--- src/rtl/ls_queue_param.sv ---
// In-order load/store queue: buffers memory ops in program order, snoops the CDB
// for operands, and offers the head to the memory unit (stores wait for commit).
module ls_queue_param #(
  parameter int DEPTH     = 8,
  parameter int XLEN      = 32,
  parameter int TAG_W     = 5,
  parameter int CDB_PORTS = 2
) (
  input  logic                       clk,
  input  logic                       reset,
  input  logic                       flush,
  input  logic                       disp_valid,
  output logic                       disp_ready,
  input  logic                       disp_is_load,
  input  logic [TAG_W-1:0]           disp_tag,
  input  logic [XLEN-1:0]            disp_imm,
  input  logic [TAG_W-1:0]           disp_src1_tag,
  input  logic                       disp_src1_rdy,
  input  logic [XLEN-1:0]            disp_src1_val,
  input  logic [TAG_W-1:0]           disp_src2_tag,
  input  logic                       disp_src2_rdy,
  input  logic [XLEN-1:0]            disp_src2_val,
  input  logic [CDB_PORTS-1:0]       cdb_valid,
  input  logic [CDB_PORTS*TAG_W-1:0] cdb_tag,
  input  logic [CDB_PORTS*XLEN-1:0]  cdb_data,
  input  logic                       commit_valid,
  input  logic [TAG_W-1:0]           commit_tag,
  output logic                       iss_valid,
  input  logic                       iss_ready,
  output logic                       iss_is_load,
  output logic [TAG_W-1:0]           iss_tag,
  output logic [XLEN-1:0]            iss_addr,
  output logic [XLEN-1:0]            iss_data,
  input  logic                       mem_done,
  output logic [$clog2(DEPTH):0]     count,
  output logic                       empty
);

  localparam int PTR_W = $clog2(DEPTH);
  localparam int CNT_W = PTR_W + 1;

  logic [DEPTH-1:0] e_valid;
  logic [DEPTH-1:0] e_is_load;
  logic [DEPTH-1:0] e_committed;
  logic [DEPTH-1:0] e_issued;
  logic [DEPTH-1:0] e_src1_rdy;
  logic [DEPTH-1:0] e_src2_rdy;
  logic [TAG_W-1:0] e_tag      [DEPTH];
  logic [TAG_W-1:0] e_src1_tag [DEPTH];
  logic [TAG_W-1:0] e_src2_tag [DEPTH];
  logic [XLEN-1:0]  e_imm      [DEPTH];
  logic [XLEN-1:0]  e_src1_val [DEPTH];
  logic [XLEN-1:0]  e_src2_val [DEPTH];

  logic [PTR_W-1:0] head;
  logic [PTR_W-1:0] tail;
  logic [CNT_W-1:0] cnt;

  logic [DEPTH-1:0] w1_hit;
  logic [DEPTH-1:0] w2_hit;
  logic [XLEN-1:0]  w1_val [DEPTH];
  logic [XLEN-1:0]  w2_val [DEPTH];
  logic             d1_hit;
  logic             d2_hit;
  logic [XLEN-1:0]  d1_val;
  logic [XLEN-1:0]  d2_val;

  logic disp_fire;
  logic iss_fire;
  logic retire;

  // Scanning from the highest port down lets the lowest matching port win.
  function automatic logic [XLEN:0] cdb_match(input logic [TAG_W-1:0] t);
    logic [XLEN:0] r;
    r = '0;
    for (int p = CDB_PORTS - 1; p >= 0; p--) begin
      if (cdb_valid[p] && (cdb_tag[p*TAG_W +: TAG_W] == t)) begin
        r = {1'b1, cdb_data[p*XLEN +: XLEN]};
      end
    end
    return r;
  endfunction

  always_comb begin
    w1_hit = '0;
    w2_hit = '0;
    for (int i = 0; i < DEPTH; i++) begin
      {w1_hit[i], w1_val[i]} = cdb_match(e_src1_tag[i]);
      {w2_hit[i], w2_val[i]} = cdb_match(e_src2_tag[i]);
    end
    {d1_hit, d1_val} = cdb_match(disp_src1_tag);
    {d2_hit, d2_val} = cdb_match(disp_src2_tag);
  end

  assign disp_ready = (cnt != CNT_W'(DEPTH));
  assign empty      = (cnt == '0);
  assign count      = cnt;
  assign disp_fire  = disp_valid && disp_ready;

  assign iss_valid = e_valid[head] && !e_issued[head] && e_src1_rdy[head] &&
                     (e_is_load[head] || (e_src2_rdy[head] && e_committed[head]));
  assign iss_fire  = iss_valid && iss_ready;
  // A head accepted this very cycle may also retire this cycle.
  assign retire    = mem_done && e_valid[head] && (e_issued[head] || iss_fire);

  assign iss_is_load = iss_valid && e_is_load[head];
  assign iss_tag     = iss_valid ? e_tag[head] : '0;
  assign iss_addr    = iss_valid ? (e_src1_val[head] + e_imm[head]) : '0;
  assign iss_data    = (iss_valid && !e_is_load[head]) ? e_src2_val[head] : '0;

  always_ff @(posedge clk) begin
    if (reset || flush) begin
      e_valid     <= '0;
      e_issued    <= '0;
      e_committed <= '0;
      head        <= '0;
      tail        <= '0;
      cnt         <= '0;
    end else begin
      for (int i = 0; i < DEPTH; i++) begin
        if (e_valid[i]) begin
          if (!e_src1_rdy[i] && w1_hit[i]) begin
            e_src1_rdy[i] <= 1'b1;
            e_src1_val[i] <= w1_val[i];
          end
          if (!e_src2_rdy[i] && w2_hit[i]) begin
            e_src2_rdy[i] <= 1'b1;
            e_src2_val[i] <= w2_val[i];
          end
          if (commit_valid && !e_is_load[i] && (e_tag[i] == commit_tag)) begin
            e_committed[i] <= 1'b1;
          end
        end
      end

      if (iss_fire) begin
        e_issued[head] <= 1'b1;
      end

      if (retire) begin
        e_valid[head]     <= 1'b0;
        e_issued[head]    <= 1'b0;
        e_committed[head] <= 1'b0;
        head              <= head + 1'b1;
      end

      // The tail slot is free whenever dispatch fires, so no per-entry update collides.
      if (disp_fire) begin
        e_valid[tail]     <= 1'b1;
        e_is_load[tail]   <= disp_is_load;
        e_tag[tail]       <= disp_tag;
        e_imm[tail]       <= disp_imm;
        e_committed[tail] <= 1'b0;
        e_issued[tail]    <= 1'b0;
        e_src1_tag[tail]  <= disp_src1_tag;
        e_src1_rdy[tail]  <= disp_src1_rdy || d1_hit;
        e_src1_val[tail]  <= (!disp_src1_rdy && d1_hit) ? d1_val : disp_src1_val;
        e_src2_tag[tail]  <= disp_src2_tag;
        e_src2_rdy[tail]  <= disp_is_load || disp_src2_rdy || d2_hit;
        e_src2_val[tail]  <= (!disp_src2_rdy && d2_hit) ? d2_val : disp_src2_val;
        tail              <= tail + 1'b1;
      end

      cnt <= cnt + CNT_W'(disp_fire) - CNT_W'(retire);
    end
  end

endmodule

--- config.mk ---
export PLATFORM = sky130hd
export DESIGN_NAME = ls_queue_param
export DESIGN_NICKNAME = d
export VERILOG_FILES = /design/src/rtl/ls_queue_param.sv
export SDC_FILE = /design/constraint.sdc
export NUM_CORES = 2
export LEC_CHECK = 0
export CORE_MARGIN = 10
export CORE_UTILIZATION = 35
export DETAILED_ROUTE_END_ITERATION = 10
export SLEW_MARGIN = 10
export SYNTH_ARGS = -nofsm -noshare
export SYNTH_HDL_FRONTEND = slang
export SYNTH_SLANG_ARGS = --single-unit
--- constraint.sdc ---
create_clock -name clk -period 5.99 [get_ports clk]
set_input_delay 1.198 -clock clk [delete_from_list [all_inputs] [get_ports clk]]
set_output_delay 1.198 -clock clk [all_outputs]
set_load 0.005 [all_outputs]
After elaboration in Yosys (flattened, before gate mapping):

Memory sizes are Yosys's and may differ from the RTL's. A register that Yosys moved wholly into a read port is not among the register bits.
Cells that the tools add are included.

* $lt $le $gt $ge: 4
* muxes and demuxes: 220
* bitwise operators: 10
* $add $sub $neg: 5
* eq/ne operators: 45
* reductions and logical operators: 118

Operators with widths (number)
* two-way mux 33 bit: 36
* equality test 5 bit: 44
* two-way mux 1 bit: 147
* two-way mux 32 bit: 4
* two-way mux 8 bit: 13
* logical AND 1 bit: 82
* AND 8 bit: 5
* adder 32 bit: 1
* zero test 1 bit: 28
* bitwise mux 8 bit: 3
* two-way mux 3 bit: 8
* binary-select mux 1 bit (select 3 bit): 6
* NOT 8 bit: 2
* bitwise OR 8 bit: 2
* < comparator 3 x 4 -> 1 bit (second input constant): 2
* adder 3 x 1 -> 3 bit (second input constant): 2
* demux 1 bit (select 3 bit): 2
* greater-or-equal comparator 3 x 1 -> 1 bit (second input constant): 2
* logical OR 1 bit: 6
* two-way mux 5 bit: 1
* adder 4 x 1 -> 4 bit: 1
* zero test 4 bit: 1
* != test 4 bit (second input constant): 1
* subtractor 4 x 1 -> 4 bit: 1
* other kinds (2): 2

* word-level logic and storage cells: 417
* memories kept: 6
* RAM bits: 888
* output and inout bits: 77
* input port bits: 202
* register bits after elaboration: 58

Memories
* e_imm: depth 8, width 32, rd ports 1, clocked after Yosys merged registers in 1, wr ports 1, line 51 `logic [XLEN-1:0] e_imm [DEPTH];`
* e_src1_val: depth 8, width 32, rd ports 1, clocked after Yosys merged registers in 1, wr ports 9, line 52 `logic [XLEN-1:0] e_src1_val [DEPTH];`
* e_src2_val: depth 8, width 32, rd ports 1, clocked after Yosys merged registers in 1, wr ports 9, line 53 `logic [XLEN-1:0] e_src2_val [DEPTH];`
* e_src1_tag: depth 8, width 5, rd ports 8, clocked after Yosys merged registers in 0, wr ports 1, line 49 `logic [TAG_W-1:0] e_src1_tag [DEPTH];`
* e_src2_tag: depth 8, width 5, rd ports 8, clocked after Yosys merged registers in 0, wr ports 1, line 50 `logic [TAG_W-1:0] e_src2_tag [DEPTH];`
* e_tag: depth 8, width 5, rd ports 9, clocked after Yosys merged registers in 1, wr ports 1, line 48 `logic [TAG_W-1:0] e_tag [DEPTH];`

Depth between registers and ports, before layout:

* depth in word-level cells: 14
* gate-level depth with buffers: 16
* gate-level depth less buffers: 13

Worst setup path after synthesis:

OpenSTA, ideal clock, no wires.

* path kind: register -> output
* from: register (tool-made name)
* to: output port iss_addr[27]
* path slack: 221 ps
* required time: 4792 ps
* data arrival time: 4571 ps
* stages on the path, launching flop included: 16
* buffers on the path: 4
* path through: dfxtp_1 > clkbuf_1 > buf_2 > clkbuf_1 > buf_1 > mux4_2 > mux2_2 > ha_1 > and3_1 > nand3_1 > a2111oi_1 > or4_4 > a41oi_2 > o31a_2 > o21ai_1 > mux2_1

RTL lines
* to (decl): line 32 `output logic [XLEN-1:0] iss_addr,`

==> results.md <==
- The internal power of the cells totals 11.4 mW.
- Clock skew on the completed layout was measured at 48.6 ps.
- The post-detailed-placement half-perimeter wirelength is 112000 um.
- The gate count after technology mapping is 3866.
- The routed length on met3 is approximately 18000 um.
- The via count of the first global-routing pass is 37189.
- Summed over all nets, wire length on met2 after detailed routing comes to roughly 85000 um.
- At the pin with the least slew margin, the transition time is 1050 ps.
- The setup total negative slack is 0 ps.
- Clock-pin slew was measured on the worst setup and hold paths at roughly 60 ps.
- CTS saw 949 sinks.
- In the final design database the tool counted 4261 nets.
- In the final layout, the share of cells above drive strength 1 is between 20% and 30%.
- The instance area after placement is about 56000 sq um.
- The number of flops mapped to enable cells by yosys is between 900 and 1000.
- The wire length of the first global-routing pass is 265000 um.
- The root buffer cell chosen for the clock tree is sky130_fd_sc_hd__clkbuf_16.
- Counting along the longest clock path gives a buffer depth of 3.
- The number of max-slew violations in the final report is 0.
- At the worst endpoint, the required time is 4790 ps.
- Of all nets on the critical path, the largest fanout is 7.
- The final critical-path required period is between 5000 and 6000 ps.
- The share of total power dissipated in combinational logic is ~8%.
- The DRC violation count after routing is 0.
- Headroom to the max-slew limit came out at 30.2%.
- Entering global routing, the biggest net connects 98 pins.
- The synthesized area divided by synthesized cell count is 13.2 sq um.
- The final standard cell area without fillers is 60500 sq um.
- The worst setup margin is 73.0 ps.
- The flow ran to the end, and the final reports show no timing, DRC or antenna violations.
- The maximum ir drop on the vdd rail is 209 uV.
- The total net switching power is about 3.5 mW.
- The initial antenna violation count is 22.
- For the worst setup path, the data arrival time is 4720 ps.
- The total of endpoints with negative setup slack in the final report is 0.
- For this run, the top clock speed supported by timing is 0.169 GHz.
- The core area is between 100000 and 150000 sq um.
- In this run the cell area of the synthesized design comes to 50900 sq um.
- Per report_power, the sequential group accounts for 49.0% of the total.
- Input and output buffers added on the ports amount to 278.
- Hold is met by 499 ps.
- The CTS tree is built.
- The predominant post-synthesis flop cell is sky130_fd_sc_hd__edfxtp_1.
- Dividing total power by cell area gives a power density of roughly 250 nW/um^2.
- The number of buffers inserted during clock tree synthesis is 99.
- By startpoint and endpoint, the worst setup path is classified as register to output port.
- The hold violation count in the final report came to 0.
- The die area is 161000 sq um.
- The H-tree was split into 3 levels.
- The share of the Yosys chip area taken by registers is approximately 55%.
- The number of maximum-capacitance violations is 0.
- Setup repair after global routing could not meet its margin everywhere.
- The aggregate global routing overflow is 0.
- The count of TritonRoute iterations in the first routing pass is 6.
- The top routing layer in use is met5.
- The average wire per standard cell is 30.5 um.
- The post-layout total power is 14.9 mW.
- Fill cells in the final layout number approximately 13000.
- For this design the top-level I/O count stands at 279.
- The total routed wirelength is 184000 um.
- Routability-driven placement finished with a final weighted congestion of roughly 0.9.
- The floorplan has roughly 140 rows.
- The kind of end point of the critical path is an output port.
- The placed instance count is 5778.
- The floorplan step set the die height to 402 um.
- In the routed layout, each cell is associated on average with a via count of 6.20.
- The type of element launching the critical path is a register.
- The synthesized design contains 949 register bits.
- In this run the remaining antenna-violating nets after routing total 0.
- The insertion delay of the later-clocked pin in the worst-skew pair is about 700 ps.
- Per report_power, the clock group accounts for between 40% and 50% of the total.
- The share of the core filled with cells in the final layout is 42.0%.
- Summing all flip-flop and latch instances after layout gives between 20000 and 30000 sq um.
- The total track usage is between 20% and 30%.
- Prior to clock tree synthesis, the placed netlist has a worst setup slack of -47.9 ps.
- The netlist uses 70 different library cells.
- The chip width is 402 um.
- After synthesis, the share of flip-flops with an asynchronous set or reset is 0%.
- During synthesis, Yosys emitted a total of 0 warnings.
- The min-delay analysis places its worst path in the category register to register.
- Summing all multi-input logic gate instances after layout gives 21400 sq um.
- The analysis attributes to cell leakage a power of 18.7 nW.
- The count of placed standard cells in the final layout, fillers left out is 6016.
- The detailed router finished its first iteration with approximately 4800 violations.
- The detailed router placed approximately 37000 vias in this run.
- The initial standard-cell utilization of the core is between 30% and 40%.
- The growth of design area from synthesis to finish is 18.8%.
- Net switching is 23.6% of the power.
- Of the available clock period, the critical path in the final layout requires 98.8%.
- The number of nets handed over by synthesis was ~4100.
- The detailed-route wire length on metal 1 is approximately 72000 um.
## cells by family (layout without fill, tap and decap cells)
logic type / count (synthesis) / count (layout) / synth area share [%]
other cells: 0 / 16 / 0
simple gates: 463 / 463 / 4.43
xor+xnor: 249 / 249 / 4.28
compound gates: 1017 / 1017 / 13.2
buf+inv: 508 / 739 / 4.01
flops: 949 / 949 / 55.2
fa+ha+maj: 41 / 41 / 1.04
mux: 639 / 639 / 17.8
## registers in the layout, summed over array words and instances (netlist names), named ones only
register,count
e_imm,256
e_src1_rdy,8
e_valid,8
tail,3
e_is_load,8
e_tag,40
e_src1_tag,40
count,4
e_src2_val,256
head,3
e_src1_val,256
e_committed,8
e_src2_rdy,8
e_issued,8
e_src2_tag,40
## repair_timing
action	CTS	global route
gates cloned	4	1
hold buffers	0	0
gates resized for setup	93	39
buffers inserted	27	12
endpoints found under the setup margin	16	12
pin swaps	19	22
## cell usage after synthesis (12+ instances only)
cell	number	area share (%)
sky130_fd_sc_hd__mux2i_1	369	7.3
sky130_fd_sc_hd__xnor2_1	90	1.5
sky130_fd_sc_hd__nand2_1	69	0.51
sky130_fd_sc_hd__a221oi_1	255	4.4
sky130_fd_sc_hd__and3_1	28	0.34
sky130_fd_sc_hd__nand2b_1	12	0.15
sky130_fd_sc_hd__ha_1	39	0.96
sky130_fd_sc_hd__nand4_1	16	0.20
sky130_fd_sc_hd__nor4_1	53	0.65
sky130_fd_sc_hd__a21oi_2	34	0.58
sky130_fd_sc_hd__buf_1	27	0.20
sky130_fd_sc_hd__mux2_2	62	1.4
sky130_fd_sc_hd__dfxtp_1	37	1.5
sky130_fd_sc_hd__mux4_2	207	9.2
sky130_fd_sc_hd__nor2_1	188	1.4
sky130_fd_sc_hd__o22ai_1	259	3.2
sky130_fd_sc_hd__nor2b_1	17	0.21
sky130_fd_sc_hd__clkbuf_1	351	2.6
sky130_fd_sc_hd__o21a_1	13	0.19
sky130_fd_sc_hd__buf_2	85	0.84
sky130_fd_sc_hd__nand3_1	16	0.16
sky130_fd_sc_hd__xor2_1	159	2.7
sky130_fd_sc_hd__o21ai_0	26	0.26
sky130_fd_sc_hd__a31oi_1	14	0.17
sky130_fd_sc_hd__nor3_1	27	0.27
sky130_fd_sc_hd__a21oi_1	352	3.5
sky130_fd_sc_hd__inv_1	36	0.27
sky130_fd_sc_hd__edfxtp_1	912	54
## power by group through the flow
stage	combinational [mW]	sequential, mW	clock [mW]
final	1.22	7.29	6.36
after global routing	1.29	7.29	6.67
after CTS	1.18	7.29	6.42
after detailed placement	1.15	7.43	0
after global placement	1.14	7.43	0
after floorplan	0.633	7.43	0
## layer usage
metal | GRT usage [%] | up-vias
met5 | 0 | -
met4 | 10.1 | 6
met3 | 4.35 | 445
met2 | 34.4 | 2336
met1 | 28.7 | 18813
li1 | - | 15703
## placed cells by master, fill, tap and decap left out, types with 25 or more instances in the layout
cell                              count
sky130_fd_sc_hd__mux2_2              51
sky130_fd_sc_hd__clkdlybuf4s50_1    263
sky130_fd_sc_hd__mux2i_1            367
sky130_fd_sc_hd__buf_12              25
sky130_fd_sc_hd__a221oi_1           255
sky130_fd_sc_hd__nand2_1             64
sky130_fd_sc_hd__edfxtp_1           912
sky130_fd_sc_hd__mux4_2             207
sky130_fd_sc_hd__dfxtp_1             33
sky130_fd_sc_hd__a21oi_1            339
sky130_fd_sc_hd__xnor2_1             89
sky130_fd_sc_hd__nor2_1             175
sky130_fd_sc_hd__nor4_1              51
sky130_fd_sc_hd__clkbuf_16          102
sky130_fd_sc_hd__inv_1               31
sky130_fd_sc_hd__ha_1                27
sky130_fd_sc_hd__buf_4              203
sky130_fd_sc_hd__o22ai_1            258
sky130_fd_sc_hd__a21oi_2             40
sky130_fd_sc_hd__xor2_1             158
## critical path, stage by stage, from the launching register on
cell and delay [ps]:
sky130_fd_sc_hd__dfxtp_4 380, sky130_fd_sc_hd__buf_12 140, sky130_fd_sc_hd__buf_8 120, sky130_fd_sc_hd__buf_4 110, sky130_fd_sc_hd__buf_4 100, sky130_fd_sc_hd__mux4_2 480
sky130_fd_sc_hd__mux2_4 300, sky130_fd_sc_hd__ha_4 270, sky130_fd_sc_hd__nand4_1 200, sky130_fd_sc_hd__buf_4 210, sky130_fd_sc_hd__buf_4 120, sky130_fd_sc_hd__buf_4 120
sky130_fd_sc_hd__buf_4 120, sky130_fd_sc_hd__nand2_1 120, sky130_fd_sc_hd__a41oi_2 160, sky130_fd_sc_hd__o21ai_1 210, sky130_fd_sc_hd__buf_4 140, sky130_fd_sc_hd__xnor2_1 110
sky130_fd_sc_hd__nor2_1 110, sky130_fd_sc_hd__clkdlybuf4s50_1 510
## worst paths after layout
check	start	end	slack, ps	cells after the start
hold reg to reg	e_committed[4]	e_committed[4]	500	2
setup / recovery	register	iss_addr[9]	70	19
setup reg to reg	head[2]	count[2]	2360	11
hold / removal	e_committed[4]	e_committed[4]	500	2
## layout make-up
type	instances	share of cell area [%]
clock buffers	116	4.27
flip-flops and latches	949	46.5
well taps	1903	3.93
diodes	16	0.0662
inverters	39	0.258
multi-input cells	2409	35.4
repair buffers	520	8.37
clock inverters	64	1.20
Note: power is estimated with default switching activity, not from simulation.
